**config.mk**
```make
export PLATFORM = sky130hd
export DESIGN_NAME = ram_arbiter
export DESIGN_NICKNAME = d
export VERILOG_FILES = /design/src/rtl/ram_pkg.sv /design/src/rtl/rr_pick.sv /design/src/rtl/ram_arbiter.sv
export SDC_FILE = /design/constraint.sdc
export NUM_CORES = 1
export LEC_CHECK = 0
export BUFFER_PORTS_ARGS = -buffer_cell sky130_fd_sc_hd__buf_2
export CORE_ASPECT_RATIO = 1.4
export CORE_MARGIN = 2
export CORE_UTILIZATION = 42
export DETAILED_ROUTE_END_ITERATION = 10
export PLACE_DENSITY = 0.86
export SLEW_MARGIN = 10
export SYNTH_ARGS = -nofsm -noshare
export SYNTH_HDL_FRONTEND = slang
export SYNTH_SLANG_ARGS = --single-unit
```
**constraint.sdc**
```tcl
create_clock -name clk -period 1.8 [get_ports clk]
set_input_delay 0.09 -clock clk [delete_from_list [all_inputs] [get_ports clk]]
set_output_delay 0.09 -clock clk [all_outputs]
set_load 0.005 [all_outputs]
```
**src/rtl/ram_pkg.sv**
```systemverilog
// ram_pkg: shared state encoding and default geometry for the ram and its arbiter.
package ram_pkg;
  typedef enum logic {ST_UNLOCKED = 1'b0, ST_LOCKED = 1'b1} state_e;
  localparam int DEF_DW = 8;
  localparam int DEF_AW = 5;
endpackage

```
**src/rtl/rr_pick.sv**
```systemverilog
// rr_pick: combinational round-robin picker, first set request at or above ptr with wrap.
module rr_pick #(
  parameter int NREQ = 2,
  parameter int PW = 1
) (
  input  logic [NREQ-1:0] req_i,
  input  logic [PW-1:0]   ptr_i,
  output logic [NREQ-1:0] gnt_o
);
  logic [2*NREQ-1:0] rot_w, back_w;
  logic [NREQ-1:0] rot, pick;
  // rotate so ptr sits at bit 0, isolate lowest set bit, rotate back
  assign rot_w  = {req_i, req_i} >> ptr_i;
  assign rot    = rot_w[NREQ-1:0];
  assign pick   = rot & (-rot);
  assign back_w = {pick, pick} << ptr_i;
  assign gnt_o  = back_w[2*NREQ-1:NREQ];
endmodule

```
**src/rtl/ram_arbiter.sv**
```systemverilog
// ram_arbiter: round-robin sharing of one ram between NREQ requesters, with atomic lock
// and idle-timeout revocation; responses are routed back by a registered one-hot tag.
module ram_arbiter
  import ram_pkg::*;
#(
  parameter int NREQ = 2,
  parameter int DW = DEF_DW,
  parameter int AW = DEF_AW,
  parameter int LOCK_MAX = 15
) (
  input  logic             clk,
  input  logic             rst_n,
  input  logic [NREQ-1:0]  req_i,
  input  logic [NREQ-1:0]  we_i,
  input  logic [NREQ-1:0]  lock_i,
  input  logic [NREQ*AW-1:0] addr_i,
  input  logic [NREQ*DW-1:0] wdata_i,
  output logic [NREQ-1:0]  gnt_o,
  output logic [NREQ-1:0]  rvalid_o,
  output logic [DW-1:0]    rdata_o,
  output logic             lock_err_o,
  output logic [AW-1:0]    ram_addr_o,
  output logic             ram_we_o,
  output logic [DW-1:0]    ram_din_o,
  input  logic [DW-1:0]    ram_dout_i
);
  localparam int PW = $clog2(NREQ);
  localparam int CW = $clog2(LOCK_MAX + 1);
  state_e state_q, state_d;
  logic [PW-1:0] rr_q, rr_d, owner_q, owner_d, win;
  logic [CW-1:0] idle_q, idle_d;
  logic [NREQ-1:0] rvalid_q, pick, own_oh, gnt;
  logic [AW-1:0] addr_q, addr_d;
  logic [DW-1:0] din_q, din_d;
  logic timeout;
  function automatic logic [PW-1:0] nxt(input logic [PW-1:0] v);
    return (v == PW'(NREQ - 1)) ? '0 : v + PW'(1);
  endfunction
  rr_pick #(.NREQ(NREQ), .PW(PW)) u_pick (.req_i(req_i), .ptr_i(rr_q), .gnt_o(pick));
  always_comb begin
    own_oh  = NREQ'(1) << owner_q;
    timeout = (state_q == ST_LOCKED) && !(|(req_i & own_oh)) && (idle_q == CW'(LOCK_MAX - 1));
    gnt     = !rst_n ? '0 : (state_q == ST_LOCKED) ? (req_i & own_oh) : pick;
    win     = '0;
    addr_d  = addr_q;
    din_d   = din_q;
    for (int i = 0; i < NREQ; i++)
      if (gnt[i]) begin
        win    = PW'(i);
        addr_d = addr_i[i*AW +: AW];
        din_d  = wdata_i[i*DW +: DW];
      end
    state_d = state_q;
    rr_d    = rr_q;
    owner_d = owner_q;
    idle_d  = idle_q;
    // while locked rr already equals owner+1, so advancing it on every grant is safe
    if (|gnt) begin
      idle_d  = '0;
      rr_d    = nxt(win);
      owner_d = win;
      state_d = (|(gnt & lock_i)) ? ST_LOCKED : ST_UNLOCKED;
    end else if (timeout) begin
      idle_d  = '0;
      rr_d    = nxt(owner_q);
      state_d = ST_UNLOCKED;
    end else if (state_q == ST_LOCKED) begin
      idle_d = idle_q + CW'(1);
    end
  end
  always_ff @(posedge clk or negedge rst_n)
    if (!rst_n) begin
      state_q  <= ST_UNLOCKED;
      rr_q     <= '0;
      owner_q  <= '0;
      idle_q   <= '0;
      rvalid_q <= '0;
      addr_q   <= '0;
      din_q    <= '0;
    end else begin
      state_q  <= state_d;
      rr_q     <= rr_d;
      owner_q  <= owner_d;
      idle_q   <= idle_d;
      rvalid_q <= gnt;
      addr_q   <= addr_d;
      din_q    <= din_d;
    end
  assign gnt_o      = gnt;
  assign rvalid_o   = rvalid_q;
  assign rdata_o    = ram_dout_i;
  assign lock_err_o = timeout;
  assign ram_addr_o = addr_d;
  assign ram_din_o  = din_d;
  assign ram_we_o   = |(gnt & we_i);
endmodule
```
Word level (Yosys, flattened, before mapping). Cells that the tools add are included.

Bits in registers: 22. Bits in latches: 0. RAM bits: 0. ROM bits: 0. Input port bits: 42. Output and inout bits: 27. Word-level logic and storage cells: 45. Memories: 0.

Add/sub/neg operators: 4. Multipliers: 0. Div/mod/pow operators: 0. $lt $le $gt $ge: 0. Eq/ne operators: 1. Shift operators: 3. Muxes and demuxes: 17. Bitwise gates (word level): 4. Reduce and logical (&&, ||, !) cells: 9.

Operators with widths (number): 8-bit 2-to-1 mux (2); 4-bit 2-to-1 mux (3); 5-bit 2-to-1 mux (2); 2-bit bitwise AND (4); 1-bit 2-to-1 mux (8); 2-bit OR reduction (4); 4-bit by 1-bit adder with 4-bit output (second input constant) (1); 4-bit == test (second input constant) (1); 2-bit 2-to-1 mux (2); 4-bit by 1-bit << shifter with 4-bit output (1); 4-bit by 1-bit >> shifter with 2-bit output (1); 3-bit nonzero test (1); 1-bit adder (second input constant) (2); 1-bit logical AND (2); 2-bit negator (1); 2-bit nonzero test (1); 1-bit by 1-bit << shifter with 2-bit output (first input constant) (1); 1-bit logical NOT (1).

Logic depth before layout (Yosys ltp).
Depth after elaboration: 10. Depth in mapped cells: 5.

Hierarchy. Synthesis repeated with hierarchy kept, for this count alone.

Cell total of the unflattened synthesis: 143. Area, all modules: 1367.6 um^2.

Modules (own cells, without submodules): ram_arbiter (instances 1, cells each 140, area an instance 1348.8 um^2, sequential area each 550.5 um^2); rr_pick (instances 1, cells each 3, area an instance 18.8 um^2, sequential area each 0.0 um^2).

Worst setup path after synthesis. OpenSTA, ideal clock, no wires.

Path type: reg2reg. Start: register idle_q[0]. End: register state_q. Arrival time: 1.347 ns. Data required time: 1.674 ns. Path slack: 0.327 ns. Cell stages (with the launch flop): 6. Buffers on the path: 0. Cells stage by stage: dfrtp_1 > inv_1 > ha_1 > nand4_1 > o21a_1 > a311o_1.

Longest elaborated chain between the ends: 3.

Ends and longest elaborated chain: start, declared (line ram_arbiter.sv:31) `logic [CW-1:0] idle_q, idle_d;`; start signal, assigned (line ram_arbiter.sv:84) `idle_q <= idle_d;`; 4-bit == test (line ram_arbiter.sv:42) `timeout = (state_q == ST_LOCKED) && !(|(req_i & own_oh)) && (idle_q == CW'(LOCK_MAX - 1));`; 1-bit logical AND (line ram_arbiter.sv:42); 2-bit nonzero test (no line); end signal, assigned (line ram_arbiter.sv:81) `state_q <= state_d;`; end, declared (line ram_arbiter.sv:29) `state_e state_q, state_d;`.

Every way passes these cells. A chain may end at the register's enable or synchronous reset.

Worst setup path in the final report.
Start: register owner_q. End: output ram_din_o[3].

Longest elaborated chain between the ends: 6.

Ends and longest elaborated chain: start, declared (line ram_arbiter.sv:30) `logic [PW-1:0] rr_q, rr_d, owner_q, owner_d, win;`; start signal, assigned (line ram_arbiter.sv:83) `owner_q <= owner_d;`; 1-bit by 1-bit << shifter with 2-bit output * (line ram_arbiter.sv:41) `own_oh = NREQ'(1) << owner_q;`; 2-bit bitwise AND * (line ram_arbiter.sv:43) `gnt = !rst_n ? '0 : (state_q == ST_LOCKED) ? (req_i & own_oh) : pick;`; 2-bit 2-to-1 mux * (2 in a row) (line ram_arbiter.sv:43); 8-bit 2-to-1 mux (line ram_arbiter.sv:48) `if (gnt[i]) begin`; 8-bit 2-to-1 mux * (line ram_arbiter.sv:48); end, declared (line ram_arbiter.sv:24) `output logic [DW-1:0] ram_din_o,`.

Every way passes the cells marked *; elsewhere a longest branch is shown, timed or not.

==> run summary <==
most common cell after layout, fill and taps aside = sky130_fd_sc_hd__buf_2
top-area cell type share of the netlist area = 0.4082
total number of yosys warnings = 0
final instance area = 0.001999 mm2
startpoint of the lowest-slack register-to-register path = owner_q
worst slew slack as a fraction of its limit = 0.4425
Critical Path End = ram_din_o[3]
leakage component of the power = 0.8331 nW
via count of the first global-routing pass = 1344
fraction of final layout cells with drive strength greater than 1 = 0.5408
overall routing resource usage = 0.2162
commonest register cell after synthesis = sky130_fd_sc_hd__dfrtp_1
fillcell total = 234
total wire length = 4106 um
proportion of synthesized chip area in sequential cells = 0.4082
main area contributors after synthesis = sky130_fd_sc_hd__dfrtp_1, sky130_fd_sc_hd__o31ai_1, sky130_fd_sc_hd__a31oi_1
CTS buffer count = 3
ratio of final minimum period to clock period = 1.037
clock tree sinks = 22
starting DRC count in detailed routing = 69
clock-pin slew reported for the worst setup and hold paths after clock tree synthesis = 80 ps
fin worst setup slack = -67.06 ps
Highest Clock Rate = 0.5356 GHz
EDFF count, synth = 0
starting density of the core = 0.4361
CP Capture Type = output pin
crit-path leading delay family = flip-flops
first-pass GRT wire length = 6141 um
clk_skew = 0.8916 ps
violations in the final reports = setup timing
worst hold path type = in -> reg
CTS root buffer = sky130_fd_sc_hd__clkbuf_8
count of antenna diodes in the layout = 0
cell count along the critical path = 5
startpoint of the most critical setup path = owner_q
RSZ-0062 raised after global routing = true
cell area after placement = 0.001628 mm2
crit-path max cell delay = 480 ps
pin count of the biggest net entering global routing = 16
growth of design area from synthesis to finish = 48.24%
height of the die = 71.05 um
Post-Synthesis Net Count = 186
Post-Syn Instances = 142
post-synthesis cell type count = 35
Die W = 51.90 um
register-to-register path setup slack = 200 ps
Crit path arrival time = 1780 ps
CP bufs+invs = 2
area used by sequential logic in the layout = 551.8 um2
kind of critical path = reg -> out
Routed WL per cell = 17.47 um
antenna violations before repair = 0
max-cap violations = 0
count of vias placed by the detailed router = 1427
number of endpoints failing setup at the final stage = 13
total standard cell area after synthesis = 0.001349 mm2
area enclosed by the die boundary = 0.003687 mm2
Setup crit start kind = flip-flop
CTS tree = yes
list of cells traversed by the critical path = nand2_1, buf_4, nand4_1, a31oi_4, buf_2
final hold violation count = 0
Worst Setup Slack post-DPL = 168.3 ps
utilization of the core after routing = 0.6464
R2R depth = 3
# rows = 24
Worst-Skew Late Latency = 270 ps
final global-route overflow total = 0
number of DRC violations after detailed routing = 0
max-slew violation count = 0
ports placed on the boundary = 69
deepest clock path buffer count = 2
Core Footprint = 0.003093 mm2
commonest cells after routing, fill and taps aside = sky130_fd_sc_hd__buf_2, sky130_fd_sc_hd__dfrtp_1, sky130_fd_sc_hd__nand4_1, sky130_fd_sc_hd__nor4_1, sky130_fd_sc_hd__buf_4
Port Buf Inserts = 52
result of the run = complete, but fails checks
ratio of total power to cell area = 1497 mW/mm2
mean number of vias per cell = 6.072
cell with the biggest individual delay on the critical path = sky130_fd_sc_hd__dfrtp_1
most area-hungry cell type in the Yosys netlist = sky130_fd_sc_hd__dfrtp_1
Detailed Routing Iterations Pass 1 = 4
proportion of synthesized flip-flops having asynchronous set or reset = 1.000
post-synthesis register bit count = 22
H-Tree Level Count = 1
Avg Inst Size Synth = 9.499 um2
reg2reg end = state_q
number of nets in the final layout = 241
DP HPWL = 2765 um
area occupied by multi-input gates = 854.6 um2
Max FO, Critical Path = 10
Post-DRT Antenna Nets = 0
final critical path time including I/O delays and setup = 1867 ps
CP required = 1710 ps
worst IR drop on VDD = 0.7650 mV
GPL Wtd Cong = 0.8183
transition at the pin with the smallest max-transition slack = 834.2 ps
[through the flow]
step / power, mW / hold slack, ps / cells / setup TNS, ps
global route: 3.168 / 141.6 / 235 / -1292
detailed placement: 2.051 / -84.46 / 223 / 0
CTS: 2.774 / -374.8 / 232 / -174.3
global placement: 2.021 / -86.84 / 223 / 0
finish: 2.992 / 129.1 / 235 / -405.4
floorplan: 1.612 / -205.6 / 142 / 0
[timing repair]
| item | in CTS | in global routing |
|---|---|---|
| hold buffers | 2 | 1 |
| endpoints found under the hold margin | 22 | 2 |
| buffers inserted | 3 | 2 |
| gates resized for setup | 27 | 16 |
| pin swaps | 2 | 3 |
| setup endpoints to repair | 14 | 14 |
[area by class of cell]
| class | count | share of cell area |
|---|---|---|
| Clock buffer | 3 | 0.02065 |
| Tap cell | 39 | 0.02441 |
| Inverter | 4 | 0.01126 |
| Sequential cell | 22 | 0.2760 |
| Clock inverter | 1 | 0.01502 |
| Timing Repair Buffer | 72 | 0.2253 |
| Multi-Input combinational cell | 94 | 0.4274 |
[cell usage after synthesis, drive strengths merged (2+ instances only)]
master  instances
and2            2
nand2b          3
clkbuf         10
or3             2
buf            12
nand3           2
nand4          14
ha              2
nor2b           3
a211oi          3
mux2            2
inv             4
o211ai          2
a31oi          14
o21ai           3
dfrtp          22
o31ai          13
nor4           14
nand2           4
[state kept, by name, indices dropped and copies added (netlist names)]
signal and cells:
din_q 8, idle_q 4, owner_q 1, rr_q 1, rvalid_o 2, state_q 1, addr_q 5
[power by group]
group / total, mW / internal, mW / switching (mW)
Sequential: 0.920 / 0.728 / 0.192
Combinational: 1.60 / 0.794 / 0.807
Clock: 0.472 / 0.297 / 0.174
Total: 2.99 / 1.82 / 1.17
[how the worst min path moves through the flow]
stage,from,end,slack (ps),cells after the start
2_1_floorplan,rst_n,addr_q[0],-210,0
3_3_place_gp,rst_n,owner_q,-90,1
3_5_place_dp,rst_n,owner_q,-80,1
4_1_cts,rst_n,owner_q,-370,1
5_1_grt,wdata_i[7],din_q[7],140,3
6_report,wdata_i[6],din_q[6],130,3
[worst register-to-register path: stages (launching register included)]
cell	delay, ps
sky130_fd_sc_hd__dfrtp_1	510
sky130_fd_sc_hd__mux2_2	440
sky130_fd_sc_hd__o21a_1	190
sky130_fd_sc_hd__a311o_1	340
[layer usage]
layer / part of all wire / wire, um / track usage / vias to the layer above
li1: - / - / - / 656
met1: 0.38 / 1571 / 0.2409 / 690
met2: 0.53 / 2193 / 0.3966 / 74
met3: 0.070 / 289 / 0.05063 / 7
met4: 0.013 / 52 / 0.05848 / 0
met5: 0 / 0 / 0 / -
[cell families (layout without fill, tap and decap cells)]
group,count (synthesis),after routing,synth area share
simple gates,50,50,0.2375
compound gates,40,40,0.2078
buf+inv,26,80,0.1113
flops,22,22,0.4082
fa+ha+maj,2,2,0.01855
mux,2,2,0.01670
Note: power is estimated with default switching activity, not from simulation.
